==> src/rtl/bus_pkg.sv <==
// Shared constants and types for the datapath bus arbiter/multiplexer.
package bus_pkg;

  localparam int BUS_MODE_MUX = 0;   // exclusive mux, lowest index wins
  localparam int BUS_MODE_RR  = 1;   // round-robin arbiter
  localparam int BUS_CNT_W    = 16;  // conflict counter width
  localparam int BUS_WIDTH    = 32;  // default bus width
  localparam int BUS_NUM_SRC  = 24;  // default number of bus sources

  // Bus ownership state; ST_OWNED is the owner_vld flag.
  typedef enum logic {
    ST_IDLE  = 1'b0,
    ST_OWNED = 1'b1
  } bus_state_e;

endpackage

==> src/rtl/bus_arb_mux_if.sv <==
// Source/consumer bundle of the datapath bus.
// Optional conflict_cnt signal exists only with BUS_ARB_CONFLICT_CNT_EN.
interface bus_arb_mux_if #(
  parameter int NUM_SRC = bus_pkg::BUS_NUM_SRC,
  parameter int WIDTH   = bus_pkg::BUS_WIDTH
);

  logic [NUM_SRC*WIDTH-1:0]     src_data;
  logic [NUM_SRC-1:0]           src_req;
  logic                         cnt_clr;
  logic [NUM_SRC-1:0]           src_gnt;
  logic [WIDTH-1:0]             bus_out;
  logic                         bus_vld;
  logic                         conflict;
`ifdef BUS_ARB_CONFLICT_CNT_EN
  logic [bus_pkg::BUS_CNT_W-1:0] conflict_cnt;
`endif

  // Sources and consumers side.
  modport master (
    output src_data, src_req, cnt_clr,
    input  src_gnt, bus_out, bus_vld, conflict
`ifdef BUS_ARB_CONFLICT_CNT_EN
    , input conflict_cnt
`endif
  );

  // Arbiter side.
  modport slave (
    input  src_data, src_req, cnt_clr,
    output src_gnt, bus_out, bus_vld, conflict
`ifdef BUS_ARB_CONFLICT_CNT_EN
    , output conflict_cnt
`endif
  );

endinterface

==> src/rtl/bus_arb_mux_rr_pick.sv <==
// Combinational find-first-set over a request vector, starting one past
// the given pointer and wrapping from N-1 back to 0.
module rr_pick #(
  parameter int N     = 24,
  parameter int IDX_W = $clog2(N)
) (
  input  logic [N-1:0]     req_i,
  input  logic [IDX_W-1:0] ptr_i,
  output logic [IDX_W-1:0] idx_o,
  output logic             found_o
);

  int               pos;
  logic [IDX_W-1:0] pos_idx;

  // Scan ptr+1, ptr+2, ... ptr+N (mod N); first set bit wins.
  always_comb begin
    idx_o   = '0;
    found_o = 1'b0;
    pos     = 0;
    pos_idx = '0;
    for (int k = 1; k <= N; k++) begin
      pos     = (int'(ptr_i) + k) % N;
      pos_idx = IDX_W'(pos);
      if (!found_o && req_i[pos_idx]) begin
        found_o = 1'b1;
        idx_o   = pos_idx;
      end
    end
  end

endmodule

==> src/rtl/bus_arb_mux.sv <==
// Registered datapath bus multiplexer / round-robin arbiter.
// MODE 0: lowest requesting index wins, multi-request cycles flagged.
// MODE 1: round-robin with optional ownership lock (LOCK).
// Define BUS_ARB_CONFLICT_CNT_EN to add the saturating conflict counter.
module bus_arb_mux
  import bus_pkg::*;
#(
  parameter int NUM_SRC = BUS_NUM_SRC,
  parameter int WIDTH   = BUS_WIDTH,
  parameter int MODE    = BUS_MODE_MUX,
  parameter int LOCK    = 1
) (
  input  logic         clk,
  input  logic         clr,
  bus_arb_mux_if.slave bus
);

  localparam int                 IDX_W    = $clog2(NUM_SRC);
  localparam logic [IDX_W-1:0]   LAST_IDX = IDX_W'(NUM_SRC - 1);
  localparam logic [NUM_SRC-1:0] ONE      = NUM_SRC'(1);

  logic [WIDTH-1:0] src_arr [NUM_SRC];

  for (genvar i = 0; i < NUM_SRC; i++) begin : g_src
    assign src_arr[i] = bus.src_data[i*WIDTH +: WIDTH];
  end

  bus_state_e       state_q, state_d;
  logic [IDX_W-1:0] owner_q, owner_d;
  logic [IDX_W-1:0] ptr_q, ptr_d;
  logic [NUM_SRC-1:0] gnt_q, gnt_d;
  logic [WIDTH-1:0] bus_q, bus_d;
  logic             vld_q, vld_d;
  logic             conflict_q, conflict_d;

  logic [IDX_W-1:0] pick_ptr;
  logic [IDX_W-1:0] pick_idx;
  logic             pick_found;
  logic [IDX_W-1:0] win;
  logic             win_found;
  logic             lock_hit;

  // The mux mode is a plain priority search: start just past the top index.
  assign pick_ptr = (MODE == BUS_MODE_MUX) ? LAST_IDX : ptr_q;

  rr_pick #(
    .N     (NUM_SRC),
    .IDX_W (IDX_W)
  ) u_pick (
    .req_i   (bus.src_req),
    .ptr_i   (pick_ptr),
    .idx_o   (pick_idx),
    .found_o (pick_found)
  );

  // Winner selection and next-state of ownership, pointer and outputs.
  always_comb begin
    state_d    = ST_IDLE;
    owner_d    = owner_q;
    ptr_d      = ptr_q;
    gnt_d      = '0;
    bus_d      = '0;
    vld_d      = 1'b0;
    conflict_d = 1'b0;
    lock_hit   = (MODE == BUS_MODE_RR) && (LOCK != 0) &&
                 (state_q == ST_OWNED) && bus.src_req[owner_q];
    win        = lock_hit ? owner_q : pick_idx;
    win_found  = lock_hit || pick_found;

    if (MODE == BUS_MODE_MUX) begin
      conflict_d = (bus.src_req & (bus.src_req - ONE)) != '0;
    end

    if (win_found) begin
      state_d = ST_OWNED;
      owner_d = win;
      gnt_d   = ONE << win;
      bus_d   = src_arr[win];
      vld_d   = 1'b1;
      if (MODE == BUS_MODE_RR) begin
        ptr_d = win;
      end
    end
  end

  // Ownership state, round-robin pointer and registered outputs.
  always_ff @(posedge clk or negedge clr) begin
    if (!clr) begin
      state_q    <= ST_IDLE;
      owner_q    <= '0;
      ptr_q      <= LAST_IDX;
      gnt_q      <= '0;
      bus_q      <= '0;
      vld_q      <= 1'b0;
      conflict_q <= 1'b0;
    end else begin
      state_q    <= state_d;
      owner_q    <= owner_d;
      ptr_q      <= ptr_d;
      gnt_q      <= gnt_d;
      bus_q      <= bus_d;
      vld_q      <= vld_d;
      conflict_q <= conflict_d;
    end
  end

  assign bus.src_gnt  = gnt_q;
  assign bus.bus_out  = bus_q;
  assign bus.bus_vld  = vld_q;
  assign bus.conflict = conflict_q;

`ifdef BUS_ARB_CONFLICT_CNT_EN
  logic [BUS_CNT_W-1:0] cnt_q, cnt_d;

  // Saturating count of conflict cycles; clear beats increment.
  always_comb begin
    cnt_d = cnt_q;
    if (bus.cnt_clr) begin
      cnt_d = '0;
    end else if (conflict_d && (cnt_q != '1)) begin
      cnt_d = cnt_q + BUS_CNT_W'(1);
    end
  end

  // Conflict counter register.
  always_ff @(posedge clk or negedge clr) begin
    if (!clr) begin
      cnt_q <= '0;
    end else begin
      cnt_q <= cnt_d;
    end
  end

  assign bus.conflict_cnt = cnt_q;
`else
  logic unused_cnt_clr;
  assign unused_cnt_clr = bus.cnt_clr;
`endif

endmodule

==> src/flat_wrapper.sv <==
// flat-port wrapper written by rule: the top's interface ports become plain ports
module bus_arb_mux_flat import bus_pkg::*;
#(
  parameter int NUM_SRC = BUS_NUM_SRC,
  parameter int WIDTH   = BUS_WIDTH,
  parameter int MODE    = BUS_MODE_MUX,
  parameter int LOCK    = 1
)
  (clk, clr, bus_src_data, bus_src_req, bus_cnt_clr, bus_src_gnt, bus_bus_out, bus_bus_vld, bus_conflict);
  bus_arb_mux_if #(.NUM_SRC(NUM_SRC), .WIDTH(WIDTH)) bus_i ();
  input  logic clk;
  input  logic clr;
  input wire logic [$bits(bus_i.src_data)-1:0] bus_src_data;
  input wire logic [$bits(bus_i.src_req)-1:0] bus_src_req;
  input wire logic [$bits(bus_i.cnt_clr)-1:0] bus_cnt_clr;
  output wire logic [$bits(bus_i.src_gnt)-1:0] bus_src_gnt;
  output wire logic [$bits(bus_i.bus_out)-1:0] bus_bus_out;
  output wire logic [$bits(bus_i.bus_vld)-1:0] bus_bus_vld;
  output wire logic [$bits(bus_i.conflict)-1:0] bus_conflict;
  assign bus_i.src_data = bus_src_data;
  assign bus_i.src_req = bus_src_req;
  assign bus_i.cnt_clr = bus_cnt_clr;
  assign bus_src_gnt = bus_i.src_gnt;
  assign bus_bus_out = bus_i.bus_out;
  assign bus_bus_vld = bus_i.bus_vld;
  assign bus_conflict = bus_i.conflict;
  bus_arb_mux #(.NUM_SRC(NUM_SRC), .WIDTH(WIDTH), .MODE(MODE), .LOCK(LOCK)) u_core (.clk(clk), .clr(clr), .bus(bus_i));
endmodule
==> config.mk <==
export PLATFORM = sky130hd
export DESIGN_NAME = bus_arb_mux_flat
export DESIGN_NICKNAME = d
export VERILOG_FILES = /design/src/rtl/bus_pkg.sv /design/src/rtl/bus_arb_mux_if.sv /design/src/rtl/bus_arb_mux_rr_pick.sv /design/src/rtl/bus_arb_mux.sv /design/src/flat_wrapper.sv
export SDC_FILE = /design/constraint.sdc
export NUM_CORES = 1
export LEC_CHECK = 0
export CAP_MARGIN = 20
export CORE_AREA = 2 2 335 337
export CTS_CLUSTER_SIZE = 14
export DETAILED_ROUTE_END_ITERATION = 8
export DIE_AREA = 0 0 337 339
export PLACE_DENSITY = 0.37
export RECOVER_POWER = 100
export SYNTH_ARGS = -nofsm -noshare
export SYNTH_HDL_FRONTEND = slang
export SYNTH_HIERARCHICAL = 1
export SYNTH_SLANG_ARGS = --single-unit
export TNS_END_PERCENT = 100
==> constraint.sdc <==
create_clock -name clk -period 1 [get_ports clk]
set_input_delay 0.15 -clock clk [delete_from_list [all_inputs] [get_ports clk]]
set_output_delay 0.15 -clock clk [all_outputs]
set_load 0.02 [all_outputs]
==> results.ini <==
[pwr]
power_frac_seq=0.070
p_sw_frac=0.438
switchingPower_w=0.0233
p_clk_frac=0.073
intPower_w=0.0300
p_per_area_nw_per_um2=1750
total_power_w=0.0533
p_leak_nw=11.9
peakVddDrop_uv=1020
comb_power_share=0.856

[global_route]
antenna_found_initial=61
grt_pass1_wl_mm=174
overflow=0
grt_pass1_vias=19700
grt_max_degree=54
track_usage=0.224

[cells_and_area]
fin_util=0.276
nNetsFinal=3505
drive_gt1_frac=0.357
area_growth_pct=111
nFillCells=11700

[clocking]
cts_tree=yes
cts_sinks=58
cts_max_path_buffers=2
clk_pin_slew_worst_paths_ps=100
cts_max_level=3
numCtsBuffers=9
cts-root-buf=clkbuf_16

[floorplan]
pin_count=853
start_util=0.131
die_w_um=337
rows=122
chipHeight_um=339
core_area_um2=110000
dieArea_um2=114000

[drt]
drtAntennaViolNets=0
first_pass_iters=6
num_vias=19100
drtIter0Drc=1191
drt-total-wl_mm=134
viasPerCell=4.58
wl_per_cell_um=32.0
drc=0

[logic_synthesis]
ys_ff_latch=58
syn-cell-area_um2=14400
seq_area_frac_synth=0.100
ys.flop_type=dfrtp_1
synth_top_area_share=0.331
netlist.top_cell.by_area=mux4_2
syn_inst=1445
yosysWarnings=6
ys_types=108
synth.area.top_cells=mux4_2, dfrtp_1, mux2i_1, ha_1, nor2_1
syn_area_per_cell_um2=10.0
synthArstFlopShare=1.00
synth-edff-count=0

[critical_path]
crit_required_ps=1270
critPathMaxFanout=7
end_kind=flip-flop
arrival_ps=4850
critPathKind=in -> reg
cp-start-kind=input pin

[sta]
rsz0062_at_grt=true
fin_ws_ps=-3580
relSlewSlack=0.103
fmax_mhz=218
setup_viol=116
finalHoldViolCount=0
fin_crit_ps=4580
tightestPinTransition_ps=1330
hold_ws_ps=241
fin_crit_sh=4.58
final.setup.tns_ps=-194180
slew_viol_final=0

[placed_design]
dpl.hpwl_mm=112
portBuffers=851
gp_congestion=0.903
pre_cts_ws_ps=-4960

[outcome]
violations=setup timing
status=finished, violations left

[min_path]
hold_path.class=in -> reg

[flow_run]
drv_cap=0

==> cells in the final DEF, fill, tap and decap left out, types with 12 or more instances in the layout <==
master           synthesis  final
clkdlybuf4s50_1          0    775
buf_4                   14    303
mux4_2                 212    212
buf_6                    4    111
mux2i_1                140    106
nor2_1                  98     75
nand2_1                 69     63
a21oi_1                 61     59
buf_12                   1     54
dfrtp_1                 58     54
ha_1                    43     43
o21ai_0                 43     42
inv_1                   42     40
conb_1                   2     36
o22a_1                  34     34
nor3_1                  33     30
o21ai_1                 35     29
nand3_1                 29     26
xnor2_1                 22     22
mux2_2                  29     22
buf_16                   0     21
mux2i_2                  1     20
nor2b_1                 18     17
a31oi_1                 17     17
nand3b_1                16     16
a211oi_1                20     16
clkbuf_16                0     15
mux2i_4                  0     15
nor2_4                   0     15
diode_2                  0     13
buf_8                    0     13
a21o_1                  13     13
nand2b_1                16     13
a211o_1                 12     12
==> synthesized netlist by cell type (10+ instances only) <==
cell type  count
nand3b_1      16
nor3_1        33
and2_1        10
buf_4         14
buf_2         44
nor3b_1       10
a31oi_1       17
inv_1         42
a21o_1        13
xnor2_1       22
buf_1         11
nor2_1        98
o22a_1        34
nand2b_1      16
o21ai_1       35
o21ai_0       43
mux4_2       212
or3_1         12
mux2i_1      140
nor2b_1       18
nand2_1       69
nand3_1       29
a21oi_1       61
a211o_1       12
o31ai_1       13
mux2_2        29
ha_1          43
dfrtp_1       58
a211oi_1      20
clkbuf_1      47
o211ai_1      10
==> final timing paths <==
kind | endpoint | slack [ps] | from | cells after the start
setup / recovery | u_core/bus.bus_out[0] | -3580 | bus_src_req[8] | 21
min in group asynchronous | u_core/bus.bus_out[28] | 310 | clr | 2
hold / removal | u_core/bus.conflict | 240 | bus_src_req[11] | 6
max in group asynchronous | u_core/bus.bus_out[0] | 50 | clr | 3
==> power groups by stage <==
stage               registers [W]  logic (W)  clock network [W]
global placement          0.00366     0.0355                  0
CTS                       0.00375     0.0416            0.00415
finish                    0.00374     0.0457            0.00392
floorplan                 0.00432     0.0177                  0
global route              0.00379     0.0477            0.00416
detailed placement        0.00363     0.0356                  0
==> through the flow <==
step | area (um2) | instances
detailed placement | 27000 | 3990
floorplan | 14900 | 1479
finish | 30500 | 4173
CTS | 29400 | 4104
global placement | 27000 | 3990
global route | 30400 | 4170
==> worst max-delay path, stage by stage <==
cell and delay [ps]:
buf_2 120, mux2_2 270, mux4_2 500, inv_2 80
a21oi_1 70, nor3_4 230, or4b_4 530, nor4_4 330
buf_4 180, buf_6 100, buf_4 100, nand3_1 120
nand4_1 180, a2bb2oi_4 200, buf_6 130, buf_6 90
buf_12 170, buf_12 150, mux4_2 580, mux2i_4 380
o21ai_1 140
==> cell families (layout without fill, tap and decap cells) <==
family	count (synthesis)	count (layout)	synth area share
AOI/OAI and AO/OA	371	371	0.183
xor gates and xnor gates	27	27	0.0174
adders and majority gates	44	44	0.0379
buffers and inverters	167	1360	0.0540
DFF	58	58	0.100
muxes	385	385	0.454
other	2	49	0.000520
and+or+nand+nor	391	391	0.152
==> cell type report <==
cell class | instances | area, um2 | area share
diodes | 13 | 32.5 | 0.00107
clock buffers | 10 | 239 | 0.00785
clock inverters | 6 | 90.1 | 0.00296
inverters | 46 | 173 | 0.00567
multi-input cells | 1254 | 13200 | 0.433
flip-flops and latches | 58 | 1460 | 0.0478
well taps | 1488 | 1860 | 0.0611
repair buffers | 1298 | 13400 | 0.440
==> timing repair <==
| action | 4_1_cts | 5_1_grt |
|---|---|---|
| buffers inserted | 92 | 60 |
| hold endpoints to repair | 45 | 0 |
| hold buffers | 1 | 0 |
| endpoints found under the setup margin | 116 | 116 |
| cloned | 12 | 7 |
| pin swaps | 89 | 58 |
| gates resized for setup | 538 | 121 |
==> registers in the layout, indices dropped and copies added, names as in the netlist <==
name                 flops
u_core/bus.src_gnt      24
u_core/bus.conflict      1
u_core/bus.bus_out      32
u_core/bus.bus_vld       1
==> routing by layer <==
layer / share of wire / GRT usage
met1: 0.39 / 0.260
met2: 0.51 / 0.401
met3: 0.073 / 0.0531
met4: 0.027 / 0.0687
met5: 0.0013 / 0
(Power assumes the default switching activity.)
